File: config.mk
export PLATFORM = sky130hd
export DESIGN_NAME = channel_sequencer
export DESIGN_NICKNAME = d
export VERILOG_FILES = /design/src/rtl/channel_sequencer.sv
export SDC_FILE = /design/constraint.sdc
export NUM_CORES = 1
export LEC_CHECK = 0
export CAP_MARGIN = 15
export CELL_PAD_IN_SITES_DETAIL_PLACEMENT = 1
export CELL_PAD_IN_SITES_GLOBAL_PLACEMENT = 1
export CORE_ASPECT_RATIO = 0.5
export CORE_MARGIN = 4
export CORE_UTILIZATION = 32
export DETAILED_ROUTE_END_ITERATION = 12
export PLACE_DENSITY_LB_ADDON = 0.1
export SETUP_SLACK_MARGIN = 0.05
export SLEW_MARGIN = 20
export SYNTH_ARGS = -nofsm -noshare
export SYNTH_HDL_FRONTEND = slang
export SYNTH_SLANG_ARGS = --single-unit
File: constraint.sdc
create_clock -name clk -period 2.65 [get_ports clk]
set_input_delay 0.265 -clock clk [delete_from_list [all_inputs] [get_ports clk]]
set_output_delay 0.265 -clock clk [all_outputs]
set_load 0.02 [all_outputs]
File: src/rtl/channel_sequencer.sv
// ---------------------------------------------------------------------------
// channel_sequencer
//
// Pops time-tagged operations from a channel FIFO and issues each one on the
// pulse interface once the global time reaches the entry's time tag. Entries
// whose tag has already passed when they are loaded are still issued, but
// they are flagged in a sticky error bit and a saturating counter. Entries
// carrying opcode 0 are popped and dropped without being issued.
//
// Parameters
//   TW  time-tag width
//   DW  payload width, laid out as {opcode[4:0], mask[1:0], angle[10:0]}
//
// Ports
//   clk          clock, all state changes on the rising edge
//   reset        synchronous, active-low reset
//   run          fetch enable; low blocks new FIFO pops only
//   sys_time     free-running global time (wraps modulo 2^TW)
//   fifo_empty   channel FIFO empty flag
//   fifo_rd_en   one-cycle pop request
//   fifo_rt      popped entry time tag, valid the cycle after fifo_rd_en
//   fifo_rd      popped entry payload, valid the cycle after fifo_rd_en
//   pulse_valid  issued operation valid
//   pulse_ready  downstream accepts the operation
//   pulse_opcode issued opcode (0 while pulse_valid is low)
//   pulse_mask   issued qubit mask (0 while pulse_valid is low)
//   pulse_angle  issued angle (0 while pulse_valid is low)
//   late_err     sticky flag: an entry was loaded after its time
//   late_cnt     saturating count of late entries
//   clear_err    clears late_err and late_cnt (wins over a new late event)
//   busy         high whenever the sequencer is not idle
// ---------------------------------------------------------------------------
module channel_sequencer #(
  parameter int TW = 20,
  parameter int DW = 18
) (
  input  logic          clk,
  input  logic          reset,
  input  logic          run,
  input  logic [TW-1:0] sys_time,
  input  logic          fifo_empty,
  output logic          fifo_rd_en,
  input  logic [TW-1:0] fifo_rt,
  input  logic [DW-1:0] fifo_rd,
  output logic          pulse_valid,
  input  logic          pulse_ready,
  output logic [4:0]    pulse_opcode,
  output logic [1:0]    pulse_mask,
  output logic [10:0]   pulse_angle,
  output logic          late_err,
  output logic [7:0]    late_cnt,
  input  logic          clear_err,
  output logic          busy
);

  // Payload field positions.
  localparam int OPC_MSB = DW - 1;
  localparam int OPC_LSB = DW - 5;
  localparam int MSK_MSB = DW - 6;
  localparam int MSK_LSB = DW - 7;
  localparam int ANG_MSB = DW - 8;

  typedef enum logic [2:0] {
    ST_IDLE = 3'd0,
    ST_REQ  = 3'd1,
    ST_LOAD = 3'd2,
    ST_WAIT = 3'd3,
    ST_FIRE = 3'd4
  } state_t;

  state_t        state_reg;
  state_t        state_next;

  logic [TW-1:0] t_reg;
  logic [DW-1:0] payload_reg;
  logic          late_err_reg;
  logic [7:0]    late_cnt_reg;

  // -------------------------------------------------------------------------
  // Time comparison
  //
  // Time is compared by modular difference: the tag is reached when
  // (sys_time - tag) mod 2^TW lands in the lower half of the range. This keeps
  // the comparison correct across wrap-around of sys_time as long as tags are
  // never more than half the range away from the current time.
  // -------------------------------------------------------------------------
  logic [TW-1:0] load_diff;
  logic [TW-1:0] wait_diff;
  logic          load_reached;
  logic          load_late;
  logic          load_nop;
  logic          wait_reached;
  logic          fetch_ok;

  // During LOAD the FIFO outputs are the entry being loaded, so decisions in
  // that cycle look at fifo_rt/fifo_rd directly rather than the registers.
  assign load_diff    = sys_time - fifo_rt;
  assign wait_diff    = sys_time - t_reg;
  assign load_reached = ~load_diff[TW-1];
  assign load_late    = load_reached && (load_diff != '0);
  assign load_nop     = (fifo_rd[OPC_MSB:OPC_LSB] == 5'd0);
  assign wait_reached = ~wait_diff[TW-1];
  assign fetch_ok     = run && !fifo_empty;

  // -------------------------------------------------------------------------
  // State register
  // -------------------------------------------------------------------------
  always_ff @(posedge clk) begin
    if (!reset) begin
      state_reg <= ST_IDLE;
    end else begin
      state_reg <= state_next;
    end
  end

  // -------------------------------------------------------------------------
  // Next-state logic
  // -------------------------------------------------------------------------
  always_comb begin
    state_next = state_reg;
    case (state_reg)
      ST_IDLE: begin
        if (fetch_ok) begin
          state_next = ST_REQ;
        end
      end
      // REQ is only entered with a non-empty FIFO and nothing but our own pop
      // can drain it, so the popped entry is always present in LOAD.
      ST_REQ: begin
        state_next = ST_LOAD;
      end
      ST_LOAD: begin
        if (load_nop) begin
          state_next = fetch_ok ? ST_REQ : ST_IDLE;
        end else if (load_reached) begin
          state_next = ST_FIRE;
        end else begin
          state_next = ST_WAIT;
        end
      end
      // WAIT is entered with the tag in the future; with sys_time stepping by
      // one, the first reached cycle is the one where sys_time equals t_reg.
      ST_WAIT: begin
        if (wait_reached) begin
          state_next = ST_FIRE;
        end
      end
      // run only gates the next fetch; an entry in FIRE always completes.
      ST_FIRE: begin
        if (pulse_ready) begin
          state_next = fetch_ok ? ST_REQ : ST_IDLE;
        end
      end
      default: begin
        state_next = ST_IDLE;
      end
    endcase
  end

  // -------------------------------------------------------------------------
  // Output logic
  // -------------------------------------------------------------------------
  always_comb begin
    fifo_rd_en  = 1'b0;
    pulse_valid = 1'b0;
    busy        = 1'b1;
    case (state_reg)
      ST_IDLE: busy        = 1'b0;
      ST_REQ:  fifo_rd_en  = 1'b1;
      ST_FIRE: pulse_valid = 1'b1;
      default: begin
      end
    endcase
  end

  // Payload bus is forced to zero whenever no operation is being offered, so
  // downstream never sees a stale entry on the pulse fields.
  logic [DW-1:0] pulse_bus;

  genvar gi;
  generate
    for (gi = 0; gi < DW; gi++) begin : g_pulse_gate
      assign pulse_bus[gi] = payload_reg[gi] & pulse_valid;
    end
  endgenerate

  assign pulse_opcode = pulse_bus[OPC_MSB:OPC_LSB];
  assign pulse_mask   = pulse_bus[MSK_MSB:MSK_LSB];
  assign pulse_angle  = pulse_bus[ANG_MSB:0];

  // -------------------------------------------------------------------------
  // Entry registers: captured in LOAD and held through WAIT and FIRE, which
  // keeps the offered payload stable under backpressure.
  // -------------------------------------------------------------------------
  always_ff @(posedge clk) begin
    if (!reset) begin
      t_reg       <= '0;
      payload_reg <= '0;
    end else if (state_reg == ST_LOAD) begin
      t_reg       <= fifo_rt;
      payload_reg <= fifo_rd;
    end
  end

  // -------------------------------------------------------------------------
  // Late accounting. Discarded (opcode 0) entries are never counted, and a
  // clear in the same cycle as a late load takes precedence.
  // -------------------------------------------------------------------------
  always_ff @(posedge clk) begin
    if (!reset) begin
      late_err_reg <= 1'b0;
      late_cnt_reg <= 8'd0;
    end else if (clear_err) begin
      late_err_reg <= 1'b0;
      late_cnt_reg <= 8'd0;
    end else if ((state_reg == ST_LOAD) && !load_nop && load_late) begin
      late_err_reg <= 1'b1;
      if (late_cnt_reg != 8'hFF) begin
        late_cnt_reg <= late_cnt_reg + 8'd1;
      end
    end
  end

  assign late_err = late_err_reg;
  assign late_cnt = late_cnt_reg;

endmodule

# == Word level (Yosys, flattened, before mapping) ==
# Cells that the tools add are included.
# totals
reg_bits,50
romBits,0
ram_bits,0
latchBits,0
word_cells,58
input_bits,64
output_inout_bits,30
n_memories,0
# op_classes
muxes,10
eq_ne,8
n_addsub,3
n_reduce_logical,12
multipliers,0
n_div,0
bitwise_logic,20
magnitude_cmp,0
n_shift,0
# ops
operator,n
20-bit subtractor,2
20-bit nonzero test,1
1-bit AND,18
3-bit 2-to-1 mux,5
3-bit case mux with 5 select lines,1
8-bit by 1-bit adder with 8-bit output (second input constant),1
8-bit != test (second input constant),1
3-bit by 2-bit == test with 1-bit output (second input constant),2
2-bit != test (second input constant),3
5-bit zero test,1
1-bit logical AND,4
1-bit 2-to-1 mux,4
3-bit by 1-bit == test with 1-bit output (second input constant),1
3-bit == test (second input constant),1
3-bit zero test,1
3-bit AND reduction,1
1-bit zero test,2
1-bit NOT,2
2-bit AND reduction,1
2-bit OR reduction,1

# == Longest topological paths before layout ==
# depth
word_depth,5
depth_mapped,13
depth_no_buf,12

# == Worst setup path after synthesis ==
# OpenSTA, ideal clock, no wires.
# synth_timing
path_type,input to register
start,input sys_time[0]
end,"register late_cnt_reg[4], in the netlist late_cnt[4]"
setup_ns,0.135
cell_stages,13
path_slack_ns,-0.243
path_buffers,1
required_ns,2.515
arrival_ns,2.758
cell_sequence,inv_1 > ha_1 > fa_1 > nand2b_1 > a211oi_2 > o211ai_1 > and3_1 > o41ai_2 > nor4_1 > and4_1 > buf_4 > o311ai_0 > o41ai_1
# synth_between
elab_chain_cells,5
# synth_lines
item,line_no,source
"start, declared",40,"input logic [TW-1:0] sys_time,"
20-bit subtractor *,97,assign load_diff = sys_time - fifo_rt;
20-bit nonzero test / 1-bit NOT (equally long branches),"100, 99",
1-bit logical AND *,100,assign load_late = load_reached && (load_diff != '0);
1-bit logical AND *,216,end else if ((state_reg == ST_LOAD) && !load_nop && load_late) begin
2-bit AND reduction (no source line) *,--,
"end signal, assigned",219,late_cnt_reg <= late_cnt_reg + 8'd1;
"end, declared",77,logic [7:0] late_cnt_reg;
# Every way passes the cells marked *; elsewhere a longest branch is shown, timed or not.
# A chain may end at the register's enable or synchronous reset.

# == Worst setup path in the final report ==
# layout_timing
start,input sys_time[2]
end,"register late_cnt_reg[0], in the netlist late_cnt[0]"
# Same word-level chain as after synthesis.

==> impl_metrics.ini <==
[placed_design]
dp_cells = 842
routabilityCongestion = 0.858
port-buffer-count = 93
post_dp_cell_area_um2 = 5600
dp_hpwl_um = 10500
pre_cts_ws_ns = -1.05

[pwr]
leakage_nw = 2.57
ir_worst_vdd_uv = 277
finalPower_mw = 3.23
p_per_area_nw_per_um2 = 510

[global_routing]
grt_pass1_vias = 4608
antenna_found_initial = 1
grt_start_max_net_pins = 41
met1_usage = 0.297
gr-usage-all-layers = 0.207
overflow = 0
grtUsageMet3 = 0.0378
grt_pass1_wl_um = 23500
use_met2 = 0.331
busiest_layer = met2

[logic_synthesis]
synth_fp_nets = 620
yosysWarningCount = 0
synth_cells = 517
yosysUniqueCellTypes = 59
synth_largest_area_cell = dfxtp_1
ys_async_sr_fraction = 0
synthTopCellsByArea = dfxtp_1 (26%), ha_1 (13%), nand2_1 (10%), a21oi_1 (8.3%), inv_1 (4.3%)
synth_top_area_frac = 0.264
ys_seq_area_frac = 0.264
synth.cell_area_um2 = 3790
synth_flop_cell = dfxtp_1
synth-edff-count = 0
postSynthAreaPerCell_um2 = 7.33
synth-seq-cells = 50

[worst_setup_path]
crit_required_ns = 2.82
max_stage_delay_ns = 0.34
rr_startpoint = t_reg[4]$_SDFFE_PN0N_
arrival_ns = 2.91
path_max_fanout = 4
critPathLaunchType = input pin
crit_start = sys_time[2]
criticalPathCategory = in -> reg
critPathCaptureType = flop
r2r_cells = 11
slowest_stage = nor4_1
cp_cell_sequence = dlygate4sd2_1, ha_4, buf_4, nand2b_4, a211oi_4, buf_4, nor3_2, nor4_1, o2111ai_1, nor4_1, and4_4, buf_12, buf_6, or3_4, a21oi_2

[cells_and_area]
fillers = 1371
drive_gt1_frac = 0.291
nets = 803
layout_common_cells = nand2_1 (104), buf_4 (98), clkdlybuf4s50_1 (57)
area_delta_synth_final_pct = 67.1
final_common_cell = nand2_1
largest_reg_flops = 20
seq_area_um2 = 1000
stdcell_count = 861
multi_input_area_um2 = 3050
fin_area_um2 = 6330
utilization = 0.561

[die]
fp.dieH_um = 85.0
io_pins = 94
die_x_um = 162
row_count = 27
initial_core_util = 0.336
core_area_um2 = 11300
dieArea_um2 = 13800

[route]
drt_iter0_markers = 103
vias_per_cell = 5.12
drt-total-wl_um = 14500
route.detailed.wl_per_inst_um = 16.9
drc = 0
drtAntennaViolNets = 0
vias = 4408
firstDrtPassIters = 4

[worst_hold_path]
min_path_cells = 3
worstHoldStart = fifo_rt[0]
hold_path_class = in -> reg

[timing]
final_max_slew_viol_count = 0
tns_ns = -0.467
rsz0062_at_grt = yes
slew-limit-headroom = 0.604
period_share = 1.03
whs_ns = 0.237
fin_crit_ns = 2.74
fin_skew_ns = 0.00567
setup_viol = 8
setup_ws_ns = -0.0857
worstMarginPinSlew_ns = 0.591
max_freq_ghz = 0.366
hold_viol_final = 0

[clock_tree]
clock_latency_ns = 0.29
path_clk_slew_ns = 0.07
htreeDepth = 2
clockBufferDepth = 2
cts_tree = yes
numCtsBuffers = 5
cts-root-buf = clkbuf_16
cts_hold_buf = 0
numClockSinks = 50

[run_status]
violations = negative setup slack
status = finished with violations

[run]
maxCapViolations = 0
worst paths after layout:
check,end,slack (ns)
worst min register to register,payload_reg[5]$_SDFFE_PN0N_,0.45
worst max-delay path,late_cnt[0]$_SDFFE_PP0P_,-0.09
worst min-delay path,t_reg[0]$_SDFFE_PN0N_,0.24
worst max register to register,state_reg[2]$_SDFFE_PN0P_,0.23
synthesized netlist by cell type, types with 7 or more instances:
cell type,instances
a21o_1,11
a21oi_1,63
and3_1,23
clkbuf_1,16
dfxtp_1,50
ha_1,38
inv_1,43
nand2_1,105
nand2b_1,8
nand4_1,8
nor2_1,23
nor3_1,7
o21ai_0,15
xor2_1,9
where the power goes:
group	total, mW	switching [mW]	internal (mW)	leakage, nW
Combinational	1.45	0.784	0.666	2.07
Clock	0.851	0.284	0.567	0.0971
Sequential	0.928	0.0663	0.861	0.405
kinds of logic after synthesis:
logic type,count (synthesis),share of synthesized area
buf+inv,64,0.0670
simple gates,217,0.276
mux,5,0.0168
flops,50,0.264
fa+ha+maj,39,0.131
compound gates,130,0.218
xor+xnor,12,0.0277
layer usage:
layer	vias up	wire length [um]
met5	-	0
met4	0	150
met3	16	592
met2	80	6460
met1	2143	7320
li1	2169	-
cell type report:
| cell class | count | area share |
|---|---|---|
| clock buffer | 6 | 0.0219 |
| clock inverter | 2 | 0.00948 |
| timing repair buffer | 197 | 0.270 |
| sequential | 50 | 0.158 |
| inverter | 43 | 0.0275 |
| antenna | 1 | 0.000395 |
| multi-input combinational | 403 | 0.481 |
| tap | 159 | 0.0314 |
critical path: cells and delay by family:
kind	cells	cell delay [ns]
AOI/OAI and AO/OA	3	0.45
adders and majority gates	1	0.31
buffers and inverters	5	0.80
and+or+nand+nor	6	1.07
repair_timing:
item	4_1_cts	5_1_grt
resized for setup	132	24
pin swaps	19	12
setup buffers	8	3
endpoints found under the setup margin	12	10
cloned	1	0
Power figures use the tool's default switching activity.
